### src/rtl/seven_segment_reader.sv
// Seven-segment bus reader: synchronizes a multiplexed active-high display bus,
// waits for a stable pattern and decodes it back into per-digit hex nibbles.

module seven_segment_reader_digit (
    input  logic       clk,
    input  logic       rst,
    input  logic       clr,
    input  logic       cap,
    input  logic       cap_err,
    input  logic [3:0] cap_nibble,
    output logic [3:0] digit,
    output logic       valid,
    output logic       err
);
    logic [3:0] digit_q, digit_d;
    logic       valid_q, valid_d;
    logic       err_q,   err_d;

    always_comb begin
        digit_d = digit_q;
        valid_d = clr ? 1'b0 : valid_q;
        err_d   = clr ? 1'b0 : err_q;
        // A capture on this digit overrides a simultaneous clear
        if (cap) begin
            if (cap_err) begin
                valid_d = 1'b0;
                err_d   = 1'b1;
            end else begin
                digit_d = cap_nibble;
                valid_d = 1'b1;
                err_d   = 1'b0;
            end
        end
    end

    always_ff @(posedge clk or posedge rst) begin
        if (rst) begin
            digit_q <= '0;
            valid_q <= 1'b0;
            err_q   <= 1'b0;
        end else begin
            digit_q <= digit_d;
            valid_q <= valid_d;
            err_q   <= err_d;
        end
    end

    assign digit = digit_q;
    assign valid = valid_q;
    assign err   = err_q;
endmodule

module seven_segment_reader #(
    parameter int NUM_DIGITS    = 4,
    parameter int STABLE_CYCLES = 4,
    localparam int IDX_W = (NUM_DIGITS > 1) ? $clog2(NUM_DIGITS) : 1
) (
    input  logic                    clk,
    input  logic                    rst,
    input  logic [6:0]              seg,
    input  logic [NUM_DIGITS-1:0]   dig_en,
    input  logic                    clr,
    output logic [4*NUM_DIGITS-1:0] digits,
    output logic [NUM_DIGITS-1:0]   digit_valid,
    output logic [NUM_DIGITS-1:0]   digit_err,
    output logic                    upd,
    output logic [IDX_W-1:0]        upd_idx,
    output logic [3:0]              upd_nibble,
    output logic                    upd_err
);
    localparam int CNT_W = $clog2(STABLE_CYCLES + 1);
    localparam int SW    = NUM_DIGITS + 7;
    localparam logic [CNT_W-1:0] CNT_MAX = CNT_W'(STABLE_CYCLES);

    typedef enum logic {ST_WAIT, ST_HOLD} state_t;

    // Returns {err, nibble}; err set for any pattern outside the hex table
    function automatic logic [4:0] seg_decode(input logic [6:0] p);
        case (p)
            7'h3F: seg_decode = 5'h00;
            7'h06: seg_decode = 5'h01;
            7'h5B: seg_decode = 5'h02;
            7'h4F: seg_decode = 5'h03;
            7'h66: seg_decode = 5'h04;
            7'h6D: seg_decode = 5'h05;
            7'h7D: seg_decode = 5'h06;
            7'h07: seg_decode = 5'h07;
            7'h7F: seg_decode = 5'h08;
            7'h6F: seg_decode = 5'h09;
            7'h77: seg_decode = 5'h0A;
            7'h7C: seg_decode = 5'h0B;
            7'h39: seg_decode = 5'h0C;
            7'h5E: seg_decode = 5'h0D;
            7'h79: seg_decode = 5'h0E;
            7'h71: seg_decode = 5'h0F;
            default: seg_decode = 5'h10;
        endcase
    endfunction

    logic [SW-1:0]         sync1_q, sync1_d;
    logic [SW-1:0]         s_q,     s_d;
    logic [CNT_W-1:0]      cnt_q,   cnt_d;
    state_t                state_q, state_d;
    logic                  upd_q,        upd_d;
    logic [IDX_W-1:0]      upd_idx_q,    upd_idx_d;
    logic [3:0]            upd_nibble_q, upd_nibble_d;
    logic                  upd_err_q,    upd_err_d;

    logic [NUM_DIGITS-1:0] s_dig;
    logic [6:0]            s_seg;
    logic                  s_change;
    logic                  one_hot;
    logic                  cap;
    logic [4:0]            dec;
    logic [IDX_W-1:0]      enc_idx;

    assign s_dig = s_q[SW-1:7];
    assign s_seg = s_q[6:0];
    assign dec   = seg_decode(s_seg);

    always_comb begin
        enc_idx = '0;
        for (int i = 0; i < NUM_DIGITS; i++) begin
            if (s_dig[i]) enc_idx = IDX_W'(i);
        end
    end

    always_comb begin
        sync1_d      = {dig_en, seg};
        s_d          = sync1_q;
        // S changes on this edge whenever the first stage disagrees with it
        s_change     = (sync1_q != s_q);
        one_hot      = (s_dig != '0) && ((s_dig & (s_dig - 1'b1)) == '0);
        if (s_change)
            cnt_d = '0;
        else if (cnt_q == CNT_MAX)
            cnt_d = cnt_q;
        else
            cnt_d = cnt_q + 1'b1;
        cap          = (state_q == ST_WAIT) && !s_change && (cnt_d == CNT_MAX) && one_hot;
        state_d      = state_q;
        case (state_q)
            ST_WAIT: if (cap)      state_d = ST_HOLD;
            ST_HOLD: if (s_change) state_d = ST_WAIT;
            default:               state_d = ST_WAIT;
        endcase
        upd_d        = cap;
        upd_idx_d    = upd_idx_q;
        upd_nibble_d = upd_nibble_q;
        upd_err_d    = upd_err_q;
        if (cap) begin
            upd_idx_d    = enc_idx;
            upd_err_d    = dec[4];
            upd_nibble_d = dec[4] ? 4'h0 : dec[3:0];
        end
    end

    always_ff @(posedge clk or posedge rst) begin
        if (rst) begin
            sync1_q      <= '0;
            s_q          <= '0;
            cnt_q        <= '0;
            state_q      <= ST_WAIT;
            upd_q        <= 1'b0;
            upd_idx_q    <= '0;
            upd_nibble_q <= '0;
            upd_err_q    <= 1'b0;
        end else begin
            sync1_q      <= sync1_d;
            s_q          <= s_d;
            cnt_q        <= cnt_d;
            state_q      <= state_d;
            upd_q        <= upd_d;
            upd_idx_q    <= upd_idx_d;
            upd_nibble_q <= upd_nibble_d;
            upd_err_q    <= upd_err_d;
        end
    end

    for (genvar g = 0; g < NUM_DIGITS; g++) begin : g_digit
        seven_segment_reader_digit u_digit (
            .clk        (clk),
            .rst        (rst),
            .clr        (clr),
            .cap        (cap & s_dig[g]),
            .cap_err    (dec[4]),
            .cap_nibble (dec[3:0]),
            .digit      (digits[4*g +: 4]),
            .valid      (digit_valid[g]),
            .err        (digit_err[g])
        );
    end

    assign upd        = upd_q;
    assign upd_idx    = upd_idx_q;
    assign upd_nibble = upd_nibble_q;
    assign upd_err    = upd_err_q;
endmodule

### config.mk
export PLATFORM = sky130hd
export DESIGN_NAME = seven_segment_reader
export DESIGN_NICKNAME = d
export VERILOG_FILES = /design/src/rtl/seven_segment_reader.sv
export SDC_FILE = /design/constraint.sdc
export NUM_CORES = 1
export LEC_CHECK = 0
export CORE_UTILIZATION = 35
export DETAILED_ROUTE_END_ITERATION = 12
export SYNTH_ARGS = -nofsm -noshare
export SYNTH_HDL_FRONTEND = slang
export SYNTH_SLANG_ARGS = --single-unit
### constraint.sdc
create_clock -name clk -period 2.55 [get_ports clk]
set_clock_uncertainty 0.05 [all_clocks]
set_input_delay 0.6375 -clock clk [delete_from_list [all_inputs] [get_ports clk]]
set_output_delay 0.6375 -clock clk [all_outputs]
set_load 0.1 [all_outputs]
==> results.sh, run 1 <==
export IMPL_layout_drive_gt1_share_pct=27.5
export IMPL_grt_pass1_vias=1904
export IMPL_clock_root_buffer="clkbuf_8"
export IMPL_cts_tree="yes"
export IMPL_crit_arrival_ns=2.55
export IMPL_power_density_nw_per_um2=584
export IMPL_dieArea_sq_um=8210
export IMPL_slew_viol_final=0
export IMPL_drt_wirelength_per_cell_um=13.8
export IMPL_antenna_found_initial=0
export IMPL_gp_congestion=0.758
export IMPL_leakagePower_nw=1.66
export IMPL_hp_class="reg2reg"
export IMPL_setup_tns_ns=0
export IMPL_final_cell_count_no_fill=394
export IMPL_ios=46
export IMPL_grtUsageTotal_pct=15.1
export IMPL_layout_common_cells="57 x dfrtp_1, 45 x buf_4, 13 x inv_1, 13 x clkdlybuf4s50_1"
export IMPL_worst_pin_slew_ns=0.896
export IMPL_power_w=0.00203
export IMPL_clockBufferDepth=2
export IMPL_area_growth_pct=26.1
export IMPL_dp_hpwl_um=3940
export IMPL_clk_latency_ns=0.34
export IMPL_start_util_pct=37.1
export IMPL_hold_viol_final=0
export IMPL_rsz0062_at_grt="false"
export IMPL_fmax_ghz=0.420
export IMPL_power_switching_w=0.000458
export IMPL_synthFlopType="dfrtp_1"
export IMPL_vias_per_cell=4.95
export IMPL_rows=31
export IMPL_drc_errors=0
export IMPL_post_cts_buffers=0
export IMPL_pre_cts_slack_ns=0.123
export IMPL_drv_cap=0
export IMPL_ys_ff_latch=58
export IMPL_yosys_warnings=0
export IMPL_die_y_um=90.6
export IMPL_chipWidth_um=90.6
export IMPL_status="finished clean"
export IMPL_cts_clk_slew_worst_paths_ns=0.07
export IMPL_finalSetupViolations=0
export IMPL_synth_cell_types=59
export IMPL_drt_first_iter_violations=110
export IMPL_syn_area_sq_um=2750
export IMPL_vias=1949
export IMPL_synth_seq_area_share_pct=52.8
export IMPL_crit_type="reg2reg"
export IMPL_nNetsFinal=307
export IMPL_final_common_cell="dfrtp_1"
export IMPL_worstSetupStartpointType="register"
export IMPL_seqPwrFrac_pct=47.7
export IMPL_finalWorstSetupSlack_ns=0.168
export IMPL_port_buffer_count=45
export IMPL_synth_cells=242
export IMPL_grt_overflow_total=0
export IMPL_crit_path_max_fanout=19
export IMPL_synth_nets=258
export IMPL_switching_share_pct=22.6
export IMPL_synth_edf_count=0
export IMPL_worstPathRequired_ns=2.72
export IMPL_core_sq_um=7410
export IMPL_ys_async_sr_fraction_pct=100
export IMPL_cts_buffers=9
export IMPL_comb_power_share_pct=6.8
export IMPL_routed_wirelength_um=5450
export IMPL_diodes=0
export IMPL_grt_max_degree=59
export IMPL_fill_cells=697
export IMPL_place_inst=379
export IMPL_p_int_w=0.00157
export IMPL_grt_pass1_wl_um=9510
export IMPL_fin_crit_sh_pct=93.4
export IMPL_peakVddDrop_mv=0.396
export IMPL_htree_levels=3
export IMPL_crit_path_end_kind="register"
export IMPL_dr_pass1_iters=4
export IMPL_cts_sinks=58
export IMPL_ant_nets=0
export IMPL_avgSynthCellArea_sq_um=11.4
export IMPL_clkPwrFrac_pct=45.6
export IMPL_post_route_min_period_ns=2.38
export IMPL_maxSlewHeadroom_pct=40.1
worst paths after layout:
check	slack, ns	startpoint	cells past startpoint	to
hold reg to reg	0.33	s_d[10]	0	s_q[10]
setup / recovery	0.17	s_q[2]	6	g_digit[1].u_digit.digit[0]
hold / removal	0.33	s_d[10]	0	s_q[10]
min in group asynchronous	0.62	rst	3	g_digit[0].u_digit.digit[0]
setup reg to reg	0.17	s_q[2]	6	g_digit[1].u_digit.digit[0]
max in group asynchronous	1.57	rst	3	s_q[1]
cell type report:
class | instances | area, sq um | share of cell area [%]
sequential | 58 | 1450 | 41.9
clock inverter | 5 | 78.8 | 2.27
clock buffer | 10 | 138 | 3.97
multi-input combinational | 145 | 1100 | 31.8
tap | 99 | 124 | 3.57
timing repair buffer | 60 | 508 | 14.7
inverter | 17 | 63.8 | 1.84
worst max-delay path, cell delays in order, from the launching register on:
cell,delay (ns)
dfrtp_1,0.55
or4b_2,0.66
o22a_1,0.22
nand4bb_1,0.15
buf_12,0.17
nand3_2,0.13
mux2_4,0.33
state kept, by name, indices dropped and copies added (netlist names):
signal / flops
cnt_q: 3
g_digit.u_digit.err: 4
g_digit.u_digit.digit: 16
s_d: 11
upd_nibble: 4
state_q: 1
s_q: 11
upd_err: 1
g_digit.u_digit.valid: 4
upd_idx: 2
upd: 1
through the flow:
step / area (sq um) / util [%] / hold WS [ns]
6_report: 3470 / 46.8 / 0.335
4_1_cts: 3450 / 46.6 / 0.343
3_5_place_dp: 3240 / 43.7 / 0.333
5_1_grt: 3470 / 46.8 / 0.353
3_3_place_gp: 3240 / 43.7 / 0.329
2_1_floorplan: 2750 / - / 0.322
repair_timing:
item,in CTS,in global routing
gates resized for setup,0,4
endpoints found under the setup margin,0,15
hold buffers,0,0
cell usage after synthesis, types with 3 or more instances:
library cell / count / area share (%)
and3_1: 3 / 0.68
a31o_1: 3 / 0.96
a21oi_1: 4 / 0.73
a31oi_1: 5 / 1.1
nor4_1: 6 / 1.4
inv_2: 3 / 0.41
dfrtp_1: 58 / 53
buf_4: 12 / 3.3
nand2b_1: 7 / 1.6
inv_1: 14 / 1.9
o21ai_0: 4 / 0.73
mux2_1: 11 / 4.5
o21ai_1: 7 / 1.3
nor3_1: 3 / 0.55
nand2_1: 11 / 1.5
nor2b_1: 4 / 0.91
nand3_2: 5 / 1.8
a21o_1: 5 / 1.4
xor2_1: 11 / 3.5
nor2_1: 9 / 1.2
mux2i_1: 4 / 1.5
buf_2: 7 / 1.3
nand3_1: 4 / 0.73
kinds of logic (layout without fill, tap and decap cells):
kind of cell             count (synthesis)  count (layout)  share of synthesized area (%)
multiplexers                            16              16                           6.51
flip-flops                              58              58                           52.8
AO/OA/AOI/OAI                           42              42                           10.9
adder cells (fa/ha/maj)                  2               2                          0.910
buffers and inverters                   39              92                           7.56
XOR/XNOR                                13              13                           4.14
AND/OR/NAND/NOR                         72              72                           17.2
power by group through the flow:
stage	clock (W)	sequential (W)	combinational, W
after floorplan	0	0.000964	0.000101
after global placement	0	0.000982	0.000138
after detailed placement	0	0.000983	0.000139
after CTS	0.000948	0.000965	0.000139
after global routing	0.000987	0.000968	0.000154
final	0.000923	0.000965	0.000137
per-layer routing:
| metal | routed length [um] | up-vias | global-route usage (%) | part of all wire [%] |
|---|---|---|---|---|
| met1 | 2500 | 931 | 20.0 | 46 |
| met3 | 333 | 8 | 5.22 | 6.1 |
| met2 | 2500 | 61 | 22.3 | 46 |
| met4 | 121 | 0 | 6.45 | 2.2 |
| met5 | 0 | - | 0 | 0 |
| li1 | - | 949 | - | - |
No activity file was read; power rests on OpenSTA's default activity.
==> run 2, diff against run 1 <==
--- a/config.mk
+++ b/config.mk
@@ -5,6 +5,7 @@
 export SDC_FILE = /design/constraint.sdc
 export NUM_CORES = 1
 export LEC_CHECK = 0
+export CORE_MARGIN = 2
 export CORE_UTILIZATION = 35
 export DETAILED_ROUTE_END_ITERATION = 12
 export SYNTH_ARGS = -nofsm -noshare
==> results.sh, run 2 (synthesis results as in run 1) <==
export IMPL_status="finished clean"
export IMPL_drv_cap=0
export IMPL_crit_path_max_fanout=12
export IMPL_rsz0062_at_grt="false"
export IMPL_layout_drive_gt1_share_pct=27.2
export IMPL_diodes=0
export IMPL_final_common_cell="dfrtp_1"
export IMPL_max_stage_delay_ns=0.46
export IMPL_htree_levels=3
export IMPL_clk_latency_ns=0.33
export IMPL_die_y_um=92.6
export IMPL_ios=46
export IMPL_leakagePower_nw=1.64
export IMPL_clkPwrFrac_pct=43.0
export IMPL_worstSetupStartpointType="register"
export IMPL_antenna_found_initial=0
export IMPL_cts_tree="yes"
export IMPL_cts_buffers=9
export IMPL_ctsResizeCount=0
export IMPL_rows=32
export IMPL_worstPathRequired_ns=2.72
export IMPL_power_w=0.00193
export IMPL_routed_wirelength_um=5450
export IMPL_setup_tns_ns=0
export IMPL_clock_root_buffer="clkbuf_8"
export IMPL_peakVddDrop_mv=0.349
export IMPL_vias_per_cell=4.84
export IMPL_grt_pass1_vias=1838
export IMPL_cts_sinks=58
export IMPL_layout_common_cells="57 x dfrtp_1, 46 x buf_4, 13 x inv_1, 13 x clkdlybuf4s50_1"
export IMPL_fin_crit_sh_pct=95.0
export IMPL_hold_viol_final=0
export IMPL_maxSlewHeadroom_pct=52.7
export IMPL_chipWidth_um=92.6
export IMPL_fmax_ghz=0.413
export IMPL_post_cts_buffers=0
export IMPL_hp_class="reg2reg"
export IMPL_crit_arrival_ns=2.59
export IMPL_cts_hold_buffers=0
export IMPL_fill_cells=739
export IMPL_ant_nets=0
export IMPL_power_switching_w=0.000442
export IMPL_largest_reg_flops=16
export IMPL_area_growth_pct=24.7
export IMPL_r2r_cells=7
export IMPL_dieArea_sq_um=8580
export IMPL_place_inst=382
export IMPL_core_sq_um=7690
export IMPL_whs_ns=0.338
export IMPL_drt_wirelength_per_cell_um=13.8
export IMPL_grt_overflow_total=0
export IMPL_post_route_min_period_ns=2.42
export IMPL_switching_share_pct=22.9
export IMPL_seqPwrFrac_pct=50.2
export IMPL_cp_slowest_cell="dfrtp_2"
export IMPL_drc_errors=0
export IMPL_crit_chain="or3b_1 -> a2111oi_1 -> a311oi_1 -> nand4bb_1 -> buf_4 -> nand3_2 -> mux2_4"
export IMPL_worst_pin_slew_ns=0.707
export IMPL_grtUsageTotal_pct=13.7
export IMPL_power_density_nw_per_um2=562
export IMPL_crit_type="reg2reg"
export IMPL_crit_path_end_kind="register"
export IMPL_drt_first_iter_violations=146
export IMPL_comb_power_share_pct=6.9
export IMPL_start_util_pct=35.8
export IMPL_cts_clk_slew_worst_paths_ns=0.06
export IMPL_holdPathStages=0
export IMPL_p_int_w=0.00149
export IMPL_grt_max_degree=35
export IMPL_grt_pass1_wl_um=8980
export IMPL_vias=1918
export IMPL_clockBufferDepth=2
export IMPL_slew_viol_final=0
export IMPL_final_cell_count_no_fill=396
export IMPL_finalSetupViolations=0
export IMPL_port_buffer_count=45
export IMPL_dp_hpwl_um=3980
export IMPL_nNetsFinal=307
export IMPL_dr_pass1_iters=5
export IMPL_gp_congestion=0.776
run 2: layout make-up:
cell class / count / area (sq um) / share of cell area [%]
flip-flops and latches: 58 / 1450 / 42.4
inverters: 17 / 63.8 / 1.86
clock inverters: 3 / 40.0 / 1.17
well taps: 102 / 128 / 3.72
multi-input cells: 145 / 1100 / 32.0
clock buffers: 11 / 151 / 4.42
repair buffers: 60 / 495 / 14.5
run 2: routing by layer:
metal / wire length [um] / global-route usage (%) / up-vias / part of all wire (%)
met5: 0 / 0 / - / 0
met4: 82 / 5.88 / 0 / 1.5
met3: 297 / 4.48 / 6 / 5.5
met2: 2470 / 20.2 / 65 / 45
met1: 2600 / 18.5 / 908 / 48
li1: - / - / 939 / -
run 2: worst max-delay path: cells and delay by family, from the launching register on:
kind / cells / cell delay, ns
DFF: 1 / 0.46
buffers and inverters: 1 / 0.21
muxes: 1 / 0.33
and+or+nand+nor: 3 / 0.66
AOI/OAI and AO/OA: 2 / 0.59
run 2: metrics by stage:
step | instance area, sq um | setup slack [ns] | utilization, %
floorplan | 2750 | 0.398 | -
global placement | 3230 | 0.179 | 42.0
detailed placement | 3230 | 0.0894 | 42.0
CTS | 3420 | 0.0559 | 44.5
global route | 3430 | 0.0173 | 44.6
finish | 3430 | 0.128 | 44.6
run 2: power by group through the flow:
stage / sequential (W) / combinational [W] / clock [W]
floorplan: 0.000964 / 0.000101 / 0
global placement: 0.000983 / 0.000135 / 0
detailed placement: 0.000983 / 0.000134 / 0
CTS: 0.000966 / 0.000134 / 0.000857
global route: 0.000969 / 0.000147 / 0.000904
finish: 0.000967 / 0.000132 / 0.000828
run 2: final timing paths:
path	endpoint	from	slack, ns
min in group asynchronous	s_d[6]	rst	0.57
hold reg to reg	s_q[8]	s_d[8]	0.34
setup / recovery	g_digit[1].u_digit.digit[0]	s_q[1]	0.13
setup reg to reg	g_digit[1].u_digit.digit[0]	s_q[1]	0.13
hold / removal	s_q[8]	s_d[8]	0.34
max in group asynchronous	g_digit[1].u_digit.digit[2]	rst	1.35
